`src/rtl/arbitro_terminais_if.sv`:
```
// ---------------------------------------------------------------------------
// arbitro_terminais_if
//   Bundle of the station-side and terminal-side signals of the terminal
//   arbiter (arbitro_terminais). Clock and reset are not part of the bundle.
//
//   Station inputs  : REQ0/REQ1 (request), SEL0/SEL1 (0=matrix, 1=LEDs),
//                     CF0/CF1 (function code)
//   Arbiter outputs : GNT0/GNT1, FMATRIZ/FLEDS (decoder codes),
//                     MATRIZ_BUSY/LEDS_BUSY, MATRIZ_OWNER/LEDS_OWNER,
//                     CONFLICT_CNT
//
//   Modports: master = station/stimulus side, slave = arbiter side.
// ---------------------------------------------------------------------------
interface arbitro_terminais_if #(
  parameter int CF_W  = 3,
  parameter int CNT_W = 8
);
  logic             REQ0;
  logic             REQ1;
  logic             SEL0;
  logic             SEL1;
  logic [CF_W-1:0]  CF0;
  logic [CF_W-1:0]  CF1;
  logic             GNT0;
  logic             GNT1;
  logic [CF_W-1:0]  FMATRIZ;
  logic [CF_W-1:0]  FLEDS;
  logic             MATRIZ_BUSY;
  logic             LEDS_BUSY;
  logic             MATRIZ_OWNER;
  logic             LEDS_OWNER;
  logic [CNT_W-1:0] CONFLICT_CNT;

  modport master (
    output REQ0, REQ1, SEL0, SEL1, CF0, CF1,
    input  GNT0, GNT1, FMATRIZ, FLEDS, MATRIZ_BUSY, LEDS_BUSY,
           MATRIZ_OWNER, LEDS_OWNER, CONFLICT_CNT
  );

  modport slave (
    input  REQ0, REQ1, SEL0, SEL1, CF0, CF1,
    output GNT0, GNT1, FMATRIZ, FLEDS, MATRIZ_BUSY, LEDS_BUSY,
           MATRIZ_OWNER, LEDS_OWNER, CONFLICT_CNT
  );
endinterface

```
`src/rtl/arbitro_terminais.sv`:
```
// ---------------------------------------------------------------------------
// arbitro_terminais
//   Shares the two output terminals (LED matrix = terminal 0, LED bar =
//   terminal 1) between access stations HH0/HH1. Each terminal has its own
//   IDLE/BUSY/SWITCH FSM with a round-robin pointer for simultaneous requests
//   and a hold counter that forces a handover after MAX_HOLD cycles when the
//   other station is waiting. The decoder codes FMATRIZ/FLEDS are registered.
//
//   Ports:
//     CLK  - clock, all state on rising edge
//     RST  - synchronous active-high reset
//     bus  - arbitro_terminais_if.slave: REQx/SELx/CFx in; GNTx, FMATRIZ,
//            FLEDS, *_BUSY, *_OWNER, CONFLICT_CNT out
//
//   Optional feature: define ARB_CONFLICT_CNT_EN to build the saturating
//   contention counter; otherwise CONFLICT_CNT is tied to 0.
// ---------------------------------------------------------------------------
module arbitro_terminais #(
  parameter int CF_W     = 3,
  parameter int MAX_HOLD = 8,
  parameter int CNT_W    = 8
) (
  input  logic                CLK,
  input  logic                RST,
  arbitro_terminais_if.slave  bus
);

  localparam int HOLD_W = (MAX_HOLD > 2) ? $clog2(MAX_HOLD) : 1;
  localparam logic [HOLD_W-1:0] HOLD_LAST = HOLD_W'(MAX_HOLD - 1);

  typedef enum logic [1:0] {
    ST_IDLE   = 2'd0,
    ST_BUSY   = 2'd1,
    ST_SWITCH = 2'd2
  } state_e;

  // Index 0 = matrix terminal, index 1 = LED terminal.
  state_e            state_q [2];
  state_e            state_d [2];
  logic              owner_q [2];
  logic              owner_d [2];
  logic              rr_q    [2];
  logic              rr_d    [2];
  logic [HOLD_W-1:0] hold_q  [2];
  logic [HOLD_W-1:0] hold_d  [2];
  logic [CF_W-1:0]   code_q  [2];
  logic [CF_W-1:0]   code_d  [2];
  logic              event_d [2];

  // want[t][u]: station u requests terminal t.
  logic [1:0]        want    [2];
  logic [CF_W-1:0]   cf_u    [2];

  function automatic logic [HOLD_W-1:0] hold_sat_inc(input logic [HOLD_W-1:0] h);
    return (h == HOLD_LAST) ? h : h + 1'b1;
  endfunction

  always_comb begin
    want[0] = {bus.REQ1 & ~bus.SEL1, bus.REQ0 & ~bus.SEL0};
    want[1] = {bus.REQ1 &  bus.SEL1, bus.REQ0 &  bus.SEL0};
    cf_u[0] = bus.CF0;
    cf_u[1] = bus.CF1;
  end

  // State register
  always_ff @(posedge CLK) begin
    for (int t = 0; t < 2; t++) begin
      if (RST) begin
        state_q[t] <= ST_IDLE;
        owner_q[t] <= 1'b0;
        rr_q[t]    <= 1'b0;
        hold_q[t]  <= '0;
        code_q[t]  <= '0;
      end else begin
        state_q[t] <= state_d[t];
        owner_q[t] <= owner_d[t];
        rr_q[t]    <= rr_d[t];
        hold_q[t]  <= hold_d[t];
        code_q[t]  <= code_d[t];
      end
    end
  end

  // Next-state logic
  always_comb begin
    for (int t = 0; t < 2; t++) begin
      state_d[t] = state_q[t];
      owner_d[t] = owner_q[t];
      rr_d[t]    = rr_q[t];
      hold_d[t]  = hold_q[t];
      event_d[t] = 1'b0;
      case (state_q[t])
        ST_IDLE: begin
          hold_d[t] = '0;
          if (&want[t]) begin
            // Simultaneous request: pointer decides, then favours the loser.
            state_d[t] = ST_BUSY;
            owner_d[t] = rr_q[t];
            rr_d[t]    = ~rr_q[t];
            event_d[t] = 1'b1;
          end else if (want[t][0]) begin
            state_d[t] = ST_BUSY;
            owner_d[t] = 1'b0;
          end else if (want[t][1]) begin
            state_d[t] = ST_BUSY;
            owner_d[t] = 1'b1;
          end
        end
        ST_BUSY: begin
          if (!want[t][owner_q[t]]) begin
            state_d[t] = want[t][~owner_q[t]] ? ST_SWITCH : ST_IDLE;
            hold_d[t]  = '0;
          end else if (want[t][~owner_q[t]] && (hold_q[t] == HOLD_LAST)) begin
            // Forced preemption: both stations want the terminal here.
            state_d[t] = ST_SWITCH;
            hold_d[t]  = '0;
            event_d[t] = 1'b1;
          end else begin
            hold_d[t]  = hold_sat_inc(hold_q[t]);
          end
        end
        ST_SWITCH: begin
          hold_d[t] = '0;
          if (want[t][~owner_q[t]]) begin
            state_d[t] = ST_BUSY;
            owner_d[t] = ~owner_q[t];
          end else if (want[t][owner_q[t]]) begin
            state_d[t] = ST_BUSY;
          end else begin
            state_d[t] = ST_IDLE;
          end
        end
        default: begin
          state_d[t] = ST_IDLE;
          hold_d[t]  = '0;
        end
      endcase
    end
  end

  // Output logic: the terminal code follows the owner's CF only while BUSY.
  always_comb begin
    for (int t = 0; t < 2; t++) begin
      code_d[t] = '0;
      if (state_d[t] == ST_BUSY) begin
        code_d[t] = cf_u[owner_d[t]];
      end
    end
  end

  logic busy_m;
  logic busy_l;

  assign busy_m           = (state_q[0] == ST_BUSY);
  assign busy_l           = (state_q[1] == ST_BUSY);
  assign bus.MATRIZ_BUSY  = busy_m;
  assign bus.LEDS_BUSY    = busy_l;
  assign bus.MATRIZ_OWNER = busy_m & owner_q[0];
  assign bus.LEDS_OWNER   = busy_l & owner_q[1];
  assign bus.FMATRIZ      = code_q[0];
  assign bus.FLEDS        = code_q[1];
  // BUSY is only entered or kept while the owner wants that terminal, so a
  // BUSY owner is by construction still targeting it.
  assign bus.GNT0         = (busy_m & ~owner_q[0]) | (busy_l & ~owner_q[1]);
  assign bus.GNT1         = (busy_m &  owner_q[0]) | (busy_l &  owner_q[1]);

`ifdef ARB_CONFLICT_CNT_EN
  logic [CNT_W-1:0] cnt_q;
  logic [CNT_W-1:0] cnt_d;

  function automatic logic [CNT_W-1:0] cnt_add_sat(input logic [CNT_W-1:0] a,
                                                   input logic [1:0]       inc);
    logic [CNT_W:0] s;
    s = {1'b0, a} + (CNT_W + 1)'(inc);
    return s[CNT_W] ? {CNT_W{1'b1}} : s[CNT_W-1:0];
  endfunction

  always_comb begin
    cnt_d = cnt_add_sat(cnt_q, {1'b0, event_d[0]} + {1'b0, event_d[1]});
  end

  always_ff @(posedge CLK) begin
    if (RST) begin
      cnt_q <= '0;
    end else begin
      cnt_q <= cnt_d;
    end
  end

  assign bus.CONFLICT_CNT = cnt_q;
`else
  logic unused_event;
  assign unused_event     = event_d[0] ^ event_d[1];
  assign bus.CONFLICT_CNT = {CNT_W{1'b0}};
`endif

endmodule

```
`src/flat_wrapper.sv`:
```
// flat-port wrapper written by rule: the top's interface ports become plain ports
module arbitro_terminais_flat 
#(
  parameter int CF_W     = 3,
  parameter int MAX_HOLD = 8,
  parameter int CNT_W    = 8
)
  (CLK, RST, bus_REQ0, bus_REQ1, bus_SEL0, bus_SEL1, bus_CF0, bus_CF1, bus_GNT0, bus_GNT1, bus_FMATRIZ, bus_FLEDS, bus_MATRIZ_BUSY, bus_LEDS_BUSY, bus_MATRIZ_OWNER, bus_LEDS_OWNER, bus_CONFLICT_CNT);
  arbitro_terminais_if #(.CF_W(CF_W), .CNT_W(CNT_W)) bus_i ();
  input  logic CLK;
  input  logic RST;
  input wire logic [$bits(bus_i.REQ0)-1:0] bus_REQ0;
  input wire logic [$bits(bus_i.REQ1)-1:0] bus_REQ1;
  input wire logic [$bits(bus_i.SEL0)-1:0] bus_SEL0;
  input wire logic [$bits(bus_i.SEL1)-1:0] bus_SEL1;
  input wire logic [$bits(bus_i.CF0)-1:0] bus_CF0;
  input wire logic [$bits(bus_i.CF1)-1:0] bus_CF1;
  output wire logic [$bits(bus_i.GNT0)-1:0] bus_GNT0;
  output wire logic [$bits(bus_i.GNT1)-1:0] bus_GNT1;
  output wire logic [$bits(bus_i.FMATRIZ)-1:0] bus_FMATRIZ;
  output wire logic [$bits(bus_i.FLEDS)-1:0] bus_FLEDS;
  output wire logic [$bits(bus_i.MATRIZ_BUSY)-1:0] bus_MATRIZ_BUSY;
  output wire logic [$bits(bus_i.LEDS_BUSY)-1:0] bus_LEDS_BUSY;
  output wire logic [$bits(bus_i.MATRIZ_OWNER)-1:0] bus_MATRIZ_OWNER;
  output wire logic [$bits(bus_i.LEDS_OWNER)-1:0] bus_LEDS_OWNER;
  output wire logic [$bits(bus_i.CONFLICT_CNT)-1:0] bus_CONFLICT_CNT;
  assign bus_i.REQ0 = bus_REQ0;
  assign bus_i.REQ1 = bus_REQ1;
  assign bus_i.SEL0 = bus_SEL0;
  assign bus_i.SEL1 = bus_SEL1;
  assign bus_i.CF0 = bus_CF0;
  assign bus_i.CF1 = bus_CF1;
  assign bus_GNT0 = bus_i.GNT0;
  assign bus_GNT1 = bus_i.GNT1;
  assign bus_FMATRIZ = bus_i.FMATRIZ;
  assign bus_FLEDS = bus_i.FLEDS;
  assign bus_MATRIZ_BUSY = bus_i.MATRIZ_BUSY;
  assign bus_LEDS_BUSY = bus_i.LEDS_BUSY;
  assign bus_MATRIZ_OWNER = bus_i.MATRIZ_OWNER;
  assign bus_LEDS_OWNER = bus_i.LEDS_OWNER;
  assign bus_CONFLICT_CNT = bus_i.CONFLICT_CNT;
  arbitro_terminais #(.CF_W(CF_W), .MAX_HOLD(MAX_HOLD), .CNT_W(CNT_W)) u_core (.CLK(CLK), .RST(RST), .bus(bus_i));
endmodule
```
`config.mk`:
```
export PLATFORM = sky130hd
export DESIGN_NAME = arbitro_terminais_flat
export DESIGN_NICKNAME = d
export VERILOG_FILES = /design/src/rtl/arbitro_terminais_if.sv /design/src/rtl/arbitro_terminais.sv /design/src/flat_wrapper.sv
export SDC_FILE = /design/constraint.sdc
export NUM_CORES = 1
export LEC_CHECK = 0
export CAP_MARGIN = 10
export CORE_ASPECT_RATIO = 0.75
export CORE_MARGIN = 1.5
export CORE_UTILIZATION = 52
export CTS_BUF_LIST = sky130_fd_sc_hd__clkbuf_8 sky130_fd_sc_hd__clkbuf_16
export CTS_CLUSTER_DIAMETER = 30
export CTS_CLUSTER_SIZE = 28
export DETAILED_ROUTE_END_ITERATION = 12
export GPL_ROUTABILITY_DRIVEN = 0
export GPL_TIMING_DRIVEN = 1
export PLACE_DENSITY = 0.84
export SYNTH_ARGS = -nofsm -noshare
export SYNTH_HDL_FRONTEND = slang
export SYNTH_SLANG_ARGS = --single-unit
```
`constraint.sdc`:
```
create_clock -name CLK -period 2.87 [get_ports CLK]
set_input_delay 0.574 -clock CLK [delete_from_list [all_inputs] [get_ports CLK]]
set_output_delay 0.574 -clock CLK [all_outputs]
set_load 0.01 [all_outputs]
```
# Yosys cells after proc, flatten, opt, wreduce, memory -nomap -nowiden
# Memory sizes are Yosys's and may differ from the RTL's.
# Cells that the tools add are included.
# Widths: inputs -> output; s select.
# totals
reg_bits	0
ram_bits	20
word_cells	124
n_memories	5
# memory_table
memory	depth	width	read_ports	rd_ports_with_merged_regs	wr	line_no	rtl
u_core.code_q	2	3	2	0	2	arbitro_terminais.sv:46	logic [CF_W-1:0] code_q [2];
u_core.hold_q	2	3	2	0	2	arbitro_terminais.sv:44	logic [HOLD_W-1:0] hold_q [2];
u_core.state_q	2	2	2	0	2	arbitro_terminais.sv:38	state_e state_q [2];
u_core.owner_q	2	1	2	0	2	arbitro_terminais.sv:40	logic owner_q [2];
u_core.rr_q	2	1	2	0	2	arbitro_terminais.sv:42	logic rr_q [2];
# op_classes
addsub	2
n_lt_le_gt_ge	6
eq_ne	8
muxes	69
bitwise_logic	28
reduce_logical	6
# ops
op	count
$mux 3	20
$mux 2	16
$mux 1	29
$or 1x1->1	12
$pmux 2 s3	2
$and 1x1->1	8
$eq 2x1->1 const B	4
$lt 1x2->1 const B	4
$add 3x1->3 const B	2
$eq 3x3->1 const B	2
$not 1->1	6
$eq 2x2->1 const B	2
$ge 2x2->1 const B	2
$logic_not 2->1	2
$not 1->2	2
$pmux 1 s2	2
$reduce_and 2->1	2
$logic_and 1x1->1	2

# Longest topological paths before layout
# logic_depth
depth_word	12
ltp_mapped	7
ltp_nobuf	6

# Worst setup path before layout
# No wires, ideal clock.
# synth_path
path_type	register to output
startpoint	memory u_core.state_q[1][0] (netlist name)
endpoint	output port bus_GNT1
t_arrival_ns	1.168
t_required_ns	2.296
slack_ns	1.128
path_stages_with_launch	6
path_cell_list	dfxtp_1 -> clkbuf_1 -> nand2b_1 -> inv_1 -> and2_1 -> or2_1
# synth_rtl
element	line_no	rtl
from (decl)	arbitro_terminais.sv:38	
to (decl)	flat_wrapper.sv:19	output wire logic [$bits(bus_i.GNT1)-1:0] bus_GNT1;

==> metrics.txt <==
# TYPE chip_impl_metric gauge
chip_impl_info{name="status",value="complete, no violations"} 1
chip_impl_metric{name="synth_area_per_cell",unit="µm²"} 9.012
chip_impl_metric{name="insertion_delay",unit="ns"} 0.25
chip_impl_metric{name="antenna_left",unit=""} 0
chip_impl_info{name="largest_family_of_logic_cells_by_synthesized_area",value="compound AO/OA/AOI/OAI gates"} 1
chip_impl_metric{name="synth_cell_types",unit=""} 45
chip_impl_metric{name="timing.final.hold_violations",unit=""} 0
chip_impl_metric{name="synth_compound_gate_area_share",unit=""} 0.2565
chip_impl_metric{name="yosys-mux-area-fraction",unit=""} 0.04024
chip_impl_metric{name="antennaDiodeCount",unit=""} 0
chip_impl_metric{name="routed_wl",unit="µm"} 2588
chip_impl_info{name="element_type_at_the_critical_path_start",value="flop"} 1
chip_impl_metric{name="ioPinCount",unit=""} 32
chip_impl_metric{name="wl_per_cell",unit="µm"} 13.69
chip_impl_metric{name="cts_inserted_buffers",unit=""} 3
chip_impl_metric{name="die_area",unit="µm²"} 2697
chip_impl_metric{name="drt-initial-drc-count",unit=""} 51
chip_impl_metric{name="placement.cell_area",unit="µm²"} 1446
chip_impl_info{name="hold_path.class",value="flop to flop"} 1
chip_impl_metric{name="effective_utilization_at_floorplan",unit=""} 0.5432
chip_impl_metric{name="drt_drc_violations_left",unit=""} 0
chip_impl_metric{name="layout_cells_sized_above_1",unit=""} 0.08387
chip_impl_metric{name="fp.coreArea",unit="µm²"} 2290
chip_impl_metric{name="grt_util_all_layers",unit=""} 0.2191
chip_impl_metric{name="period_share",unit=""} 0.8339
chip_impl_metric{name="critPathArrivalTime",unit="ns"} 1.82
chip_impl_metric{name="final.min_clock_period",unit="ns"} 2.393
chip_impl_metric{name="first_global_vias",unit=""} 979
chip_impl_info{name="synth_flop_cell",value="dfxtp_1"} 1
chip_impl_metric{name="place.detailed.hpwl",unit="µm"} 2079
chip_impl_metric{name="static-leakage-power",unit="nW"} 0.5698
chip_impl_metric{name="layout.core_utilization",unit=""} 0.6497
chip_impl_metric{name="drt-pass1-iter-count",unit=""} 4
chip_impl_info{name="cts-root-buf",value="clkbuf_8"} 1
chip_impl_info{name="cp-startpoint",value="u_core.owner_q[1]"} 1
chip_impl_metric{name="cts_resized",unit=""} 0
chip_impl_metric{name="row_count",unit=""} 15
chip_impl_metric{name="route.detailed.vias_per_inst",unit=""} 5.677
chip_impl_metric{name="synthXorXnorAreaFrac",unit=""} 0.02817
chip_impl_metric{name="clock_sink_count",unit=""} 20
chip_impl_metric{name="vias",unit=""} 1073
chip_impl_info{name="timing.rr.start",value="u_core.owner_q[1]"} 1
chip_impl_metric{name="setup_viol",unit=""} 0
chip_impl_metric{name="peakVddDrop",unit="mV"} 0.2804
chip_impl_metric{name="initial_antenna_violation_count",unit=""} 0
chip_impl_metric{name="cts_setup_buffers",unit=""} 0
chip_impl_metric{name="pre_cts_ws",unit="ns"} 0.5435
chip_impl_metric{name="floorplan.die.width",unit="µm"} 59.47
chip_impl_metric{name="synth_fa_ha_area_frac",unit=""} 0.04024
chip_impl_metric{name="sequential_cell_area_fraction_in_the_yosys_report",unit=""} 0.3219
chip_impl_metric{name="die_height",unit="µm"} 45.36
chip_impl_metric{name="postCtsHoldBufs",unit=""} 0
chip_impl_info{name="end_kind",value="output pin"} 1
chip_impl_metric{name="h_tree_depth_reported_by_cts",unit=""} 1
chip_impl_metric{name="worst_ep_required_time",unit="ns"} 2.30
chip_impl_metric{name="yosys_warnings",unit=""} 0
chip_impl_metric{name="ys_ff_latch",unit=""} 20
chip_impl_metric{name="postLayoutCellArea",unit="µm²"} 1488
chip_impl_metric{name="fmax",unit="GHz"} 0.4178
chip_impl_metric{name="grt_overflow",unit=""} 0
chip_impl_metric{name="syn_inst",unit=""} 138
chip_impl_metric{name="synth-simple-area-share",unit=""} 0.2113
chip_impl_metric{name="worst_pin_slew",unit="ns"} 0.5992
chip_impl_info{name="layout_common_cells",value="clkdlybuf4s50_1 (23), dfxtp_1 (20), nor2_1 (13)"} 1
chip_impl_metric{name="timing.setup.tns",unit="ns"} 0
chip_impl_metric{name="total_power",unit="µW"} 600.9
chip_impl_metric{name="worstPathMaxFanout",unit=""} 16
chip_impl_metric{name="timing.slew.headroom",unit=""} 0.5978
chip_impl_metric{name="finalNetCount",unit=""} 173
chip_impl_metric{name="area_added_between_synthesis_and_finish",unit="%"} 19.62
chip_impl_metric{name="cellPowerDensity",unit="nW/µm²"} 403.9
chip_impl_metric{name="buffer_ports.inserted",unit=""} 23
chip_impl_metric{name="syn-cell-area",unit="µm²"} 1244
chip_impl_metric{name="drv_cap",unit=""} 0
chip_impl_metric{name="worst_clock_skew",unit="ns"} 0.001316
chip_impl_metric{name="worst_slack",unit="ns"} 0.4766
chip_impl_metric{name="worst_setup_hold_path_clk_slew",unit="ns"} 0.07
chip_impl_info{name="setup_repair_after_global_routing_missed_its_margin",value="false"} 1
chip_impl_metric{name="grt_start_max_net_pins",unit=""} 17
chip_impl_metric{name="grt_pass1_wl",unit="µm"} 4464
chip_impl_metric{name="clockBufferDepth",unit=""} 2
chip_impl_info{name="worstSetupPathType",value="flop to output pin"} 1
chip_impl_info{name="layout_commonest_cell",value="clkdlybuf4s50_1"} 1
chip_impl_metric{name="async_reset_ff_frac",unit=""} 0
chip_impl_metric{name="max_slew_violation_count",unit=""} 0
chip_impl_metric{name="synth-edff-count",unit=""} 0
chip_impl_metric{name="regToRegSetupSlack",unit="ns"} 1.07
chip_impl_info{name="holdCritStartpoint",value="u_core.hold_q[0][2]"} 1
chip_impl_info{name="clock_tree_from_tritoncts",value="yes"} 1
-- layer usage --
layer,track usage,up-vias,wire length (µm)
met5,0,-,0
met4,0.04091,0,10
met3,0.05444,4,110
met2,0.4000,28,1306
met1,0.2632,511,1161
li1,-,530,-
-- synthesized netlist by cell type, types with 3 or more instances --
| master | number | share of area |
|---|---|---|
| dfxtp_1 | 20 | 0.32 |
| nand2_1 | 4 | 0.012 |
| buf_4 | 8 | 0.048 |
| a2111oi_4 | 3 | 0.066 |
| nand4_1 | 6 | 0.030 |
| o31ai_1 | 6 | 0.036 |
| nor4_1 | 4 | 0.020 |
| nor2_1 | 13 | 0.039 |
| inv_1 | 7 | 0.021 |
| a211oi_1 | 3 | 0.018 |
| a21oi_1 | 5 | 0.020 |
| ha_1 | 4 | 0.040 |
| nand2b_1 | 3 | 0.015 |
| nor2b_1 | 3 | 0.015 |
| buf_2 | 5 | 0.020 |
| mux2i_1 | 5 | 0.040 |
| a31oi_1 | 3 | 0.015 |
-- through the flow --
stage | instances | hold WS (ns)
finish | 189 | 0.5082
global route | 189 | 0.5378
CTS | 189 | 0.5116
floorplan | 145 | 0.4676
detailed placement | 186 | 0.4940
global placement | 186 | 0.4818
-- sequential cells by signal, indices dropped and copies added (netlist names) --
name / flops
u_core.code_q: 6
u_core.hold_q: 6
u_core.state_q: 4
u_core.owner_q: 2
u_core.rr_q: 2
-- logic make-up (layout without fill, tap and decap cells) --
family / count (synthesis) / after routing
simple gates: 46 / 46
compound gates: 35 / 35
buf+inv: 23 / 33
flops: 20 / 20
mux: 5 / 5
fa+ha+maj: 4 / 4
xor+xnor: 4 / 4
other cells: 1 / 8
-- layout make-up --
cell class / instances / area (µm²)
Fill cell: 216 / 802.0
Tap cell: 34 / 42.54
Timing Repair Buffer: 23 / 230.2
Multi-Input combinational cell: 102 / 747.0
Sequential cell: 20 / 400.4
Clock buffer: 3 / 41.29
Inverter: 7 / 26.28
-- report_power, final --
part           internal (mW)  total, mW  switching [mW]
clock                 0.0933      0.179          0.0855
combinational         0.0580      0.119          0.0608
sequential             0.288      0.303          0.0158
total                  0.439      0.601           0.162
-- final timing paths --
check                              to  cells after the start
setup / recovery             bus_GNT1                      3
hold / removal    u_core.hold_q[0][2]                      2
setup reg to reg  u_core.code_q[1][0]                      4
hold reg to reg   u_core.hold_q[0][2]                      2
-- worst max-delay path: stages (launching register included) --
cell             delay, ns
dfxtp_1               0.69
and2_1                0.24
or2_1                 0.10
clkdlybuf4s50_1       0.53
(Power assumes the default switching activity.)
